File: src/rtl/pipe_adder.sv
// -----------------------------------------------------------------------------
// pipe_adder
//   Carry-chunked pipelined adder with a valid/ready handshake on each side.
//   The WIDTH-bit addition a + b + cin is split into STAGES = WIDTH/CHUNK
//   chunks. Stage k adds chunk k using the carry registered by stage k-1.
//   Stage 0 uses cin instead. Each stage passes three things to the next
//   stage unchanged: the sum chunks already computed, the operand chunks not
//   yet added, and its valid bit.
//
//   Each stage has its own valid bit. A stage may load when it is empty or when
//   everything downstream of it can move this cycle. As a result, a full
//   pipeline can accept one input and deliver one output in the same cycle.
//
// Parameters
//   WIDTH  operand/sum width in bits (default 32)
//   CHUNK  bits added per pipeline stage (default 8); WIDTH % CHUNK must be 0
//
// Ports
//   clk        single clock, all state on the rising edge
//   resetn     asynchronous active-low reset; clears every stage
//   in_valid   a, b, cin valid this cycle
//   in_ready   block accepts input this cycle (never depends on in_valid)
//   a, b       unsigned operands
//   cin        carry-in
//   out_valid  sum/cout valid
//   out_ready  downstream accepts the result
//   sum        (a + b + cin) mod 2^WIDTH
//   cout       carry-out of the full WIDTH-bit addition
//   ovf        (only with PIPE_ADDER_OVF_EN defined) signed overflow,
//              computed as carry into the MSB XOR cout
//
// Configuration macro
//   PIPE_ADDER_OVF_EN  adds the registered ovf output
// -----------------------------------------------------------------------------
module pipe_adder #(
  parameter int WIDTH = 32,
  parameter int CHUNK = 8
) (
  input  logic             clk,
  input  logic             resetn,
  input  logic             in_valid,
  output logic             in_ready,
  input  logic [WIDTH-1:0] a,
  input  logic [WIDTH-1:0] b,
  input  logic             cin,
  output logic             out_valid,
  input  logic             out_ready,
  output logic [WIDTH-1:0] sum,
  output logic             cout
`ifdef PIPE_ADDER_OVF_EN
  ,
  output logic             ovf
`endif
);

  // Guarded so that a bad configuration reaches the elaboration check below
  // instead of failing first on a division by zero or a zero-sized array.
  localparam int CHUNK_SAFE = (CHUNK < 1) ? 1 : CHUNK;
  localparam int STAGES     = (WIDTH / CHUNK_SAFE < 1) ? 1 : (WIDTH / CHUNK_SAFE);
  localparam int LAST       = STAGES - 1;

  generate
    if (CHUNK < 1 || WIDTH < CHUNK_SAFE || (WIDTH % CHUNK_SAFE) != 0) begin : g_bad_cfg
      $error("pipe_adder: WIDTH (%0d) must be a positive multiple of CHUNK (%0d)",
             WIDTH, CHUNK);
    end
  endgenerate

  // ---------------------------------------------------------------------------
  // Stage registers. Index k holds the state captured by stage k.
  // ---------------------------------------------------------------------------
  logic [STAGES-1:0]            valid_q;
  logic [STAGES-1:0][WIDTH-1:0] a_q;
  logic [STAGES-1:0][WIDTH-1:0] b_q;
  logic [STAGES-1:0][WIDTH-1:0] sum_q;
  logic [STAGES-1:0]            carry_q;

  // ---------------------------------------------------------------------------
  // Inputs seen by each stage, plus the values each stage would load.
  // ---------------------------------------------------------------------------
  logic [STAGES-1:0]            ready;
  logic [STAGES-1:0]            src_valid;
  logic [STAGES-1:0][WIDTH-1:0] src_a;
  logic [STAGES-1:0][WIDTH-1:0] src_b;
  logic [STAGES-1:0][WIDTH-1:0] src_sum;
  logic [STAGES-1:0]            src_carry;
  logic [STAGES-1:0][WIDTH-1:0] nxt_sum;
  logic [STAGES-1:0]            nxt_carry;
  logic [CHUNK:0]               part;

  always_comb begin
    // NOTE: every variable gets a default first, so no path through this
    // block leaves one unassigned and no latch is inferred.
    ready     = '0;
    src_valid = '0;
    src_a     = '0;
    src_b     = '0;
    src_sum   = '0;
    src_carry = '0;
    nxt_sum   = '0;
    nxt_carry = '0;
    part      = '0;

    // ready_k = !valid_k || ready_{k+1}. This is unrolled into "out_ready, or
    // any stage from k to the output is empty", so the chain is built from
    // register state and out_ready only, never from in_valid.
    for (int k = 0; k < STAGES; k++) begin
      ready[k] = out_ready;
      for (int j = k; j < STAGES; j++) begin
        if (!valid_q[j]) ready[k] = 1'b1;
      end
    end

    // Stage 0 is fed from the ports. Every other stage is fed from the
    // stage before it.
    src_valid[0] = in_valid;
    src_a[0]     = a;
    src_b[0]     = b;
    src_sum[0]   = '0;
    src_carry[0] = cin;
    for (int k = 1; k < STAGES; k++) begin
      src_valid[k] = valid_q[k-1];
      src_a[k]     = a_q[k-1];
      src_b[k]     = b_q[k-1];
      src_sum[k]   = sum_q[k-1];
      src_carry[k] = carry_q[k-1];
    end

    // Stage k adds only chunk k. Lower sum chunks pass through unchanged.
    for (int k = 0; k < STAGES; k++) begin
      part = {1'b0, src_a[k][k*CHUNK +: CHUNK]}
           + {1'b0, src_b[k][k*CHUNK +: CHUNK]}
           + {{CHUNK{1'b0}}, src_carry[k]};
      nxt_sum[k]                  = src_sum[k];
      nxt_sum[k][k*CHUNK +: CHUNK] = part[CHUNK-1:0];
      nxt_carry[k]                = part[CHUNK];
    end
  end

`ifdef PIPE_ADDER_OVF_EN
  // The MSB belongs to the last chunk. The carry into the MSB is recovered as
  // a ^ b ^ sum at that bit, and XOR with the chunk carry-out gives signed
  // overflow.
  logic nxt_ovf;
  logic ovf_q;
  assign nxt_ovf = src_a[LAST][WIDTH-1] ^ src_b[LAST][WIDTH-1]
                 ^ nxt_sum[LAST][WIDTH-1] ^ nxt_carry[LAST];
`endif

  always_ff @(posedge clk or negedge resetn) begin
    if (!resetn) begin
      // NOTE: the datapath registers are reset along with the valid bits,
      // because sum/cout are required to read zero while in reset.
      valid_q <= '0;
      a_q     <= '0;
      b_q     <= '0;
      sum_q   <= '0;
      carry_q <= '0;
`ifdef PIPE_ADDER_OVF_EN
      ovf_q   <= 1'b0;
`endif
    end else begin
      // NOTE: non-blocking assignments, so every stage samples the values
      // its upstream neighbour held before this edge.
      for (int k = 0; k < STAGES; k++) begin
        if (ready[k]) begin
          valid_q[k] <= src_valid[k];
          // Data is captured only with a real transaction. Otherwise the last
          // result stays visible after it has been consumed.
          if (src_valid[k]) begin
            a_q[k]     <= src_a[k];
            b_q[k]     <= src_b[k];
            sum_q[k]   <= nxt_sum[k];
            carry_q[k] <= nxt_carry[k];
          end
        end
      end
`ifdef PIPE_ADDER_OVF_EN
      if (ready[LAST] && src_valid[LAST]) ovf_q <= nxt_ovf;
`endif
    end
  end

  // The last stage's operand copies have no consumer. Synthesis trims them.
  logic unused_ops;
  assign unused_ops = ^{a_q[LAST], b_q[LAST]};

  assign in_ready  = ready[0];
  assign out_valid = valid_q[LAST];
  assign sum       = sum_q[LAST];
  assign cout      = carry_q[LAST];
`ifdef PIPE_ADDER_OVF_EN
  assign ovf       = ovf_q;
`endif

endmodule
File: config.mk
export PLATFORM = sky130hd
export DESIGN_NAME = pipe_adder
export DESIGN_NICKNAME = d
export VERILOG_FILES = /design/src/rtl/pipe_adder.sv
export SDC_FILE = /design/constraint.sdc
export NUM_CORES = 1
export LEC_CHECK = 0
export BUFFER_PORTS_ARGS = -buffer_cell sky130_fd_sc_hd__clkbuf_2
export CAP_MARGIN = 0
export CORE_UTILIZATION = 54
export DETAILED_ROUTE_END_ITERATION = 12
export PLACE_DENSITY = 0.86
export SYNTH_ARGS = -nofsm -noshare
export SYNTH_HDL_FRONTEND = slang
export SYNTH_SLANG_ARGS = --single-unit
File: constraint.sdc
create_clock -name clk -period 2.85 [get_ports clk]
set_clock_uncertainty 0.15 [all_clocks]
set_input_delay 0.1425 -clock clk [delete_from_list [all_inputs] [get_ports clk]]
set_output_delay 0.1425 -clock clk [all_outputs]
set_load 0.05 [all_outputs]
==> run summary <==
outcome: complete, but fails checks
failing checks: design-rule violations
syn_nets: 675
Synth Cell Area: 0.008260 mm2
Crit Path Class: reg -> reg
Port Buf Inserts: 103
Cell Chain, Critical Path: fa_1, fa_1, a21o_1, a31oi_1, nand2b_1, a211oi_1, o31ai_1
worst slew pin tran: 0.7426 ns
antenna diode count: 0
Max VDD drop: 0.5269 mV
Sink Count: 184
Initial Utilization: 0.5599
HP Class: in -> reg
Synth async-reset ratio: 1.000
Yosys reg bits: 184
layout net count: 836
EDFF count, synth: 0
Routed Antenna Nets: 0
largest net degree at the start of global routing: 79
Placed Area: 0.008920 mm2
clk_lat worst skew: 0.43 ns
Final Routed Wirelength: 16.91 mm
Commonest cells post-synth: 184 x dfrtp_1, 102 x mux2_2, 47 x mux2_4
delay-heaviest family, CP: adder cells
Startpoint Class: flip-flop
synth warn: 0
Max-Cap Viols: 0
Util after Layout: 0.6849
DR WL/cell: 18.22 um
P per Cell Area: 1017 mW/mm2
count of final max-slew check failures: 0
via/cell ratio: 5.540
Die X: 125.7 um
CTS Buffer Depth: 2
top cell type's share of synthesized area: 0.5574
first-pass GRT wire length: 28.32 mm
Synth area leader: dfrtp_1
Worst Setup End Kind: flip-flop
number of remaining DRC errors: 4
minimum clock period: 2.573 ns
CTS tree: done
CTS root buffer: clkbuf_16
final setup vio count: 0
DP Wirelength: 10.83 mm
Worst-path clk slew: 0.07 ns
1st-pass router iterations: 8
library cells used by synthesis: 43
LEAKAGE: 4.723 nW
Die Y: 125.7 um
Routability Congestion: 0.9269
RSZ-0062 raised after global routing: no
top cells by area, synth: dfrtp_1 56%, mux2_2 14%, mux2_4 8.5%, ha_1 4.2%, o21ai_0 2.2%
H-tree levels: 4
share of cells above drive strength 1: 0.4019
critical path's slowest cell: fa_1
setup TNS: 0 ns
DR iter-0 viols: 280
f_max: 388.6 MHz
initial antenna violation count: 0
sequential fraction of the synthesis area: 0.5574
gr usage total: 0.2330
Max FO, Critical Path: 3
Critical Path RT: 3.01 ns
Mapped Cells: 570
Crit path largest cell delay: 0.49 ns
Top Ports: 104
average size of a mapped cell: 14.49 um2
die footprint: 0.01580 mm2
num rows: 44
post-cts resize count: 0
Hold Violations, Final: 0
CTS Buf Count: 17
Critical Path AT: 2.73 ns
vias in the first global route: 5780
CORE AREA: 0.01475 mm2
CP most frequent cell: fa_1
total global routing overflow: 0
ratio of final minimum period to clock period: 0.9029
cell with the most instances after synthesis: dfrtp_1
relative slew slack: 0.5049
via count: 5141
WP buf/inv: 0
Area Overhead vs Synth: 22.33%
prevailing post-synth register cell: dfrtp_1
fin area: 0.01010 mm2
[worst paths after layout]
kind / start / endpoint / slack, ns / cells after the start
max: a_q[8]$_DFFE_PN0P_ / nxt_sum[78]$_DFFE_PN0P_ / 0.28 / 7
min: b[7] / carry_q[0]$_DFFE_PN0P_ / 0.03 / 4
max reg2reg: a_q[8]$_DFFE_PN0P_ / nxt_sum[78]$_DFFE_PN0P_ / 0.28 / 7
min reg2reg: nxt_sum[36]$_DFFE_PN0P_ / nxt_sum[36]$_DFFE_PN0P_ / 0.33 / 2
max in group asynchronous: resetn / sum[28]$_DFFE_PN0P_ / 1.58 / 3
min in group asynchronous: resetn / nxt_sum[65]$_DFFE_PN0P_ / 0.17 / 2
[sequential cells by signal, indices dropped and copies added, names as in the netlist]
register	count
a_q	48
b_q	48
carry_q	4
nxt_sum	48
sum	32
valid_q	4
[tightest hold or removal path, cell delays in order]
cell and delay (ns):
clkbuf_2 0.08, ha_1 0.16, nor2_1 0.05, a21oi_1 0.12
[power breakdown]
part / internal, mW / switching (mW)
sequential: 3.50 / 0.561
clock: 1.55 / 1.01
combinational: 1.53 / 2.12
total: 6.58 / 3.69
[metrics by stage]
stage	power, mW	cells	setup WS, ns	hold WS, ns
after global routing	10.82	928	0.1680	0.03033
after CTS	10.32	928	0.2666	0.004523
final	10.27	928	0.2766	0.02672
after floorplan	6.690	570	0.5201	-0.3031
after detailed placement	7.640	843	0.2974	0.08963
after global placement	7.446	843	0.4475	0.07907
[area by class of cell]
cell class | count | area (um2)
Sequential cell | 184 | 4604
Tap cell | 184 | 230.2
Inverter | 6 | 22.52
Timing Repair Buffer | 162 | 1160
Multi-Input combinational cell | 360 | 3433
Fill cell | 978 | 4649
Clock inverter | 12 | 187.7
Clock buffer | 20 | 466.7
[cell families (layout without fill, tap and decap cells)]
family / count (synthesis) / in the layout / share of synthesized area
AO/OA/AOI/OAI: 94 / 94 / 0.06952
XOR/XNOR: 16 / 16 / 0.01697
adder cells (fa/ha/maj): 36 / 36 / 0.06180
buffers and inverters: 26 / 200 / 0.02726
flip-flops: 184 / 184 / 0.5574
multiplexers: 151 / 151 / 0.2272
AND/OR/NAND/NOR: 63 / 63 / 0.03984
[timing repair]
action                    in CTS  in global routing
hold endpoints to repair     129                  0
setup buffers                  0                  0
hold buffers                  53                  0
[per-layer routing]
| layer | vias to the layer above | wire [um] | part of all wire | track usage |
|---|---|---|---|---|
| li1 | 2372 | - | - | - |
| met1 | 2591 | 7042 | 0.42 | 0.2723 |
| met2 | 143 | 8779 | 0.52 | 0.4190 |
| met3 | 35 | 708 | 0.042 | 0.05268 |
| met4 | 0 | 376 | 0.022 | 0.08608 |
| met5 | - | 0 | 0 | 0 |
[cell usage in the layout, fill, tap and decap left out, drive strengths merged, types with 6 or more instances in the layout]
master,synthesis,layout
buf,20,7
mux2,151,151
xor2,13,13
o21ai,36,36
dlygate4sd3,0,53
inv,6,9
ha,28,28
a21oi,20,20
a211oi,9,9
clkbuf,0,122
o31ai,6,6
nor2,11,11
nand2,32,32
nand2b,9,9
a21o,7,7
fa,8,8
dfrtp,184,184
Power figures use the tool's default switching activity.
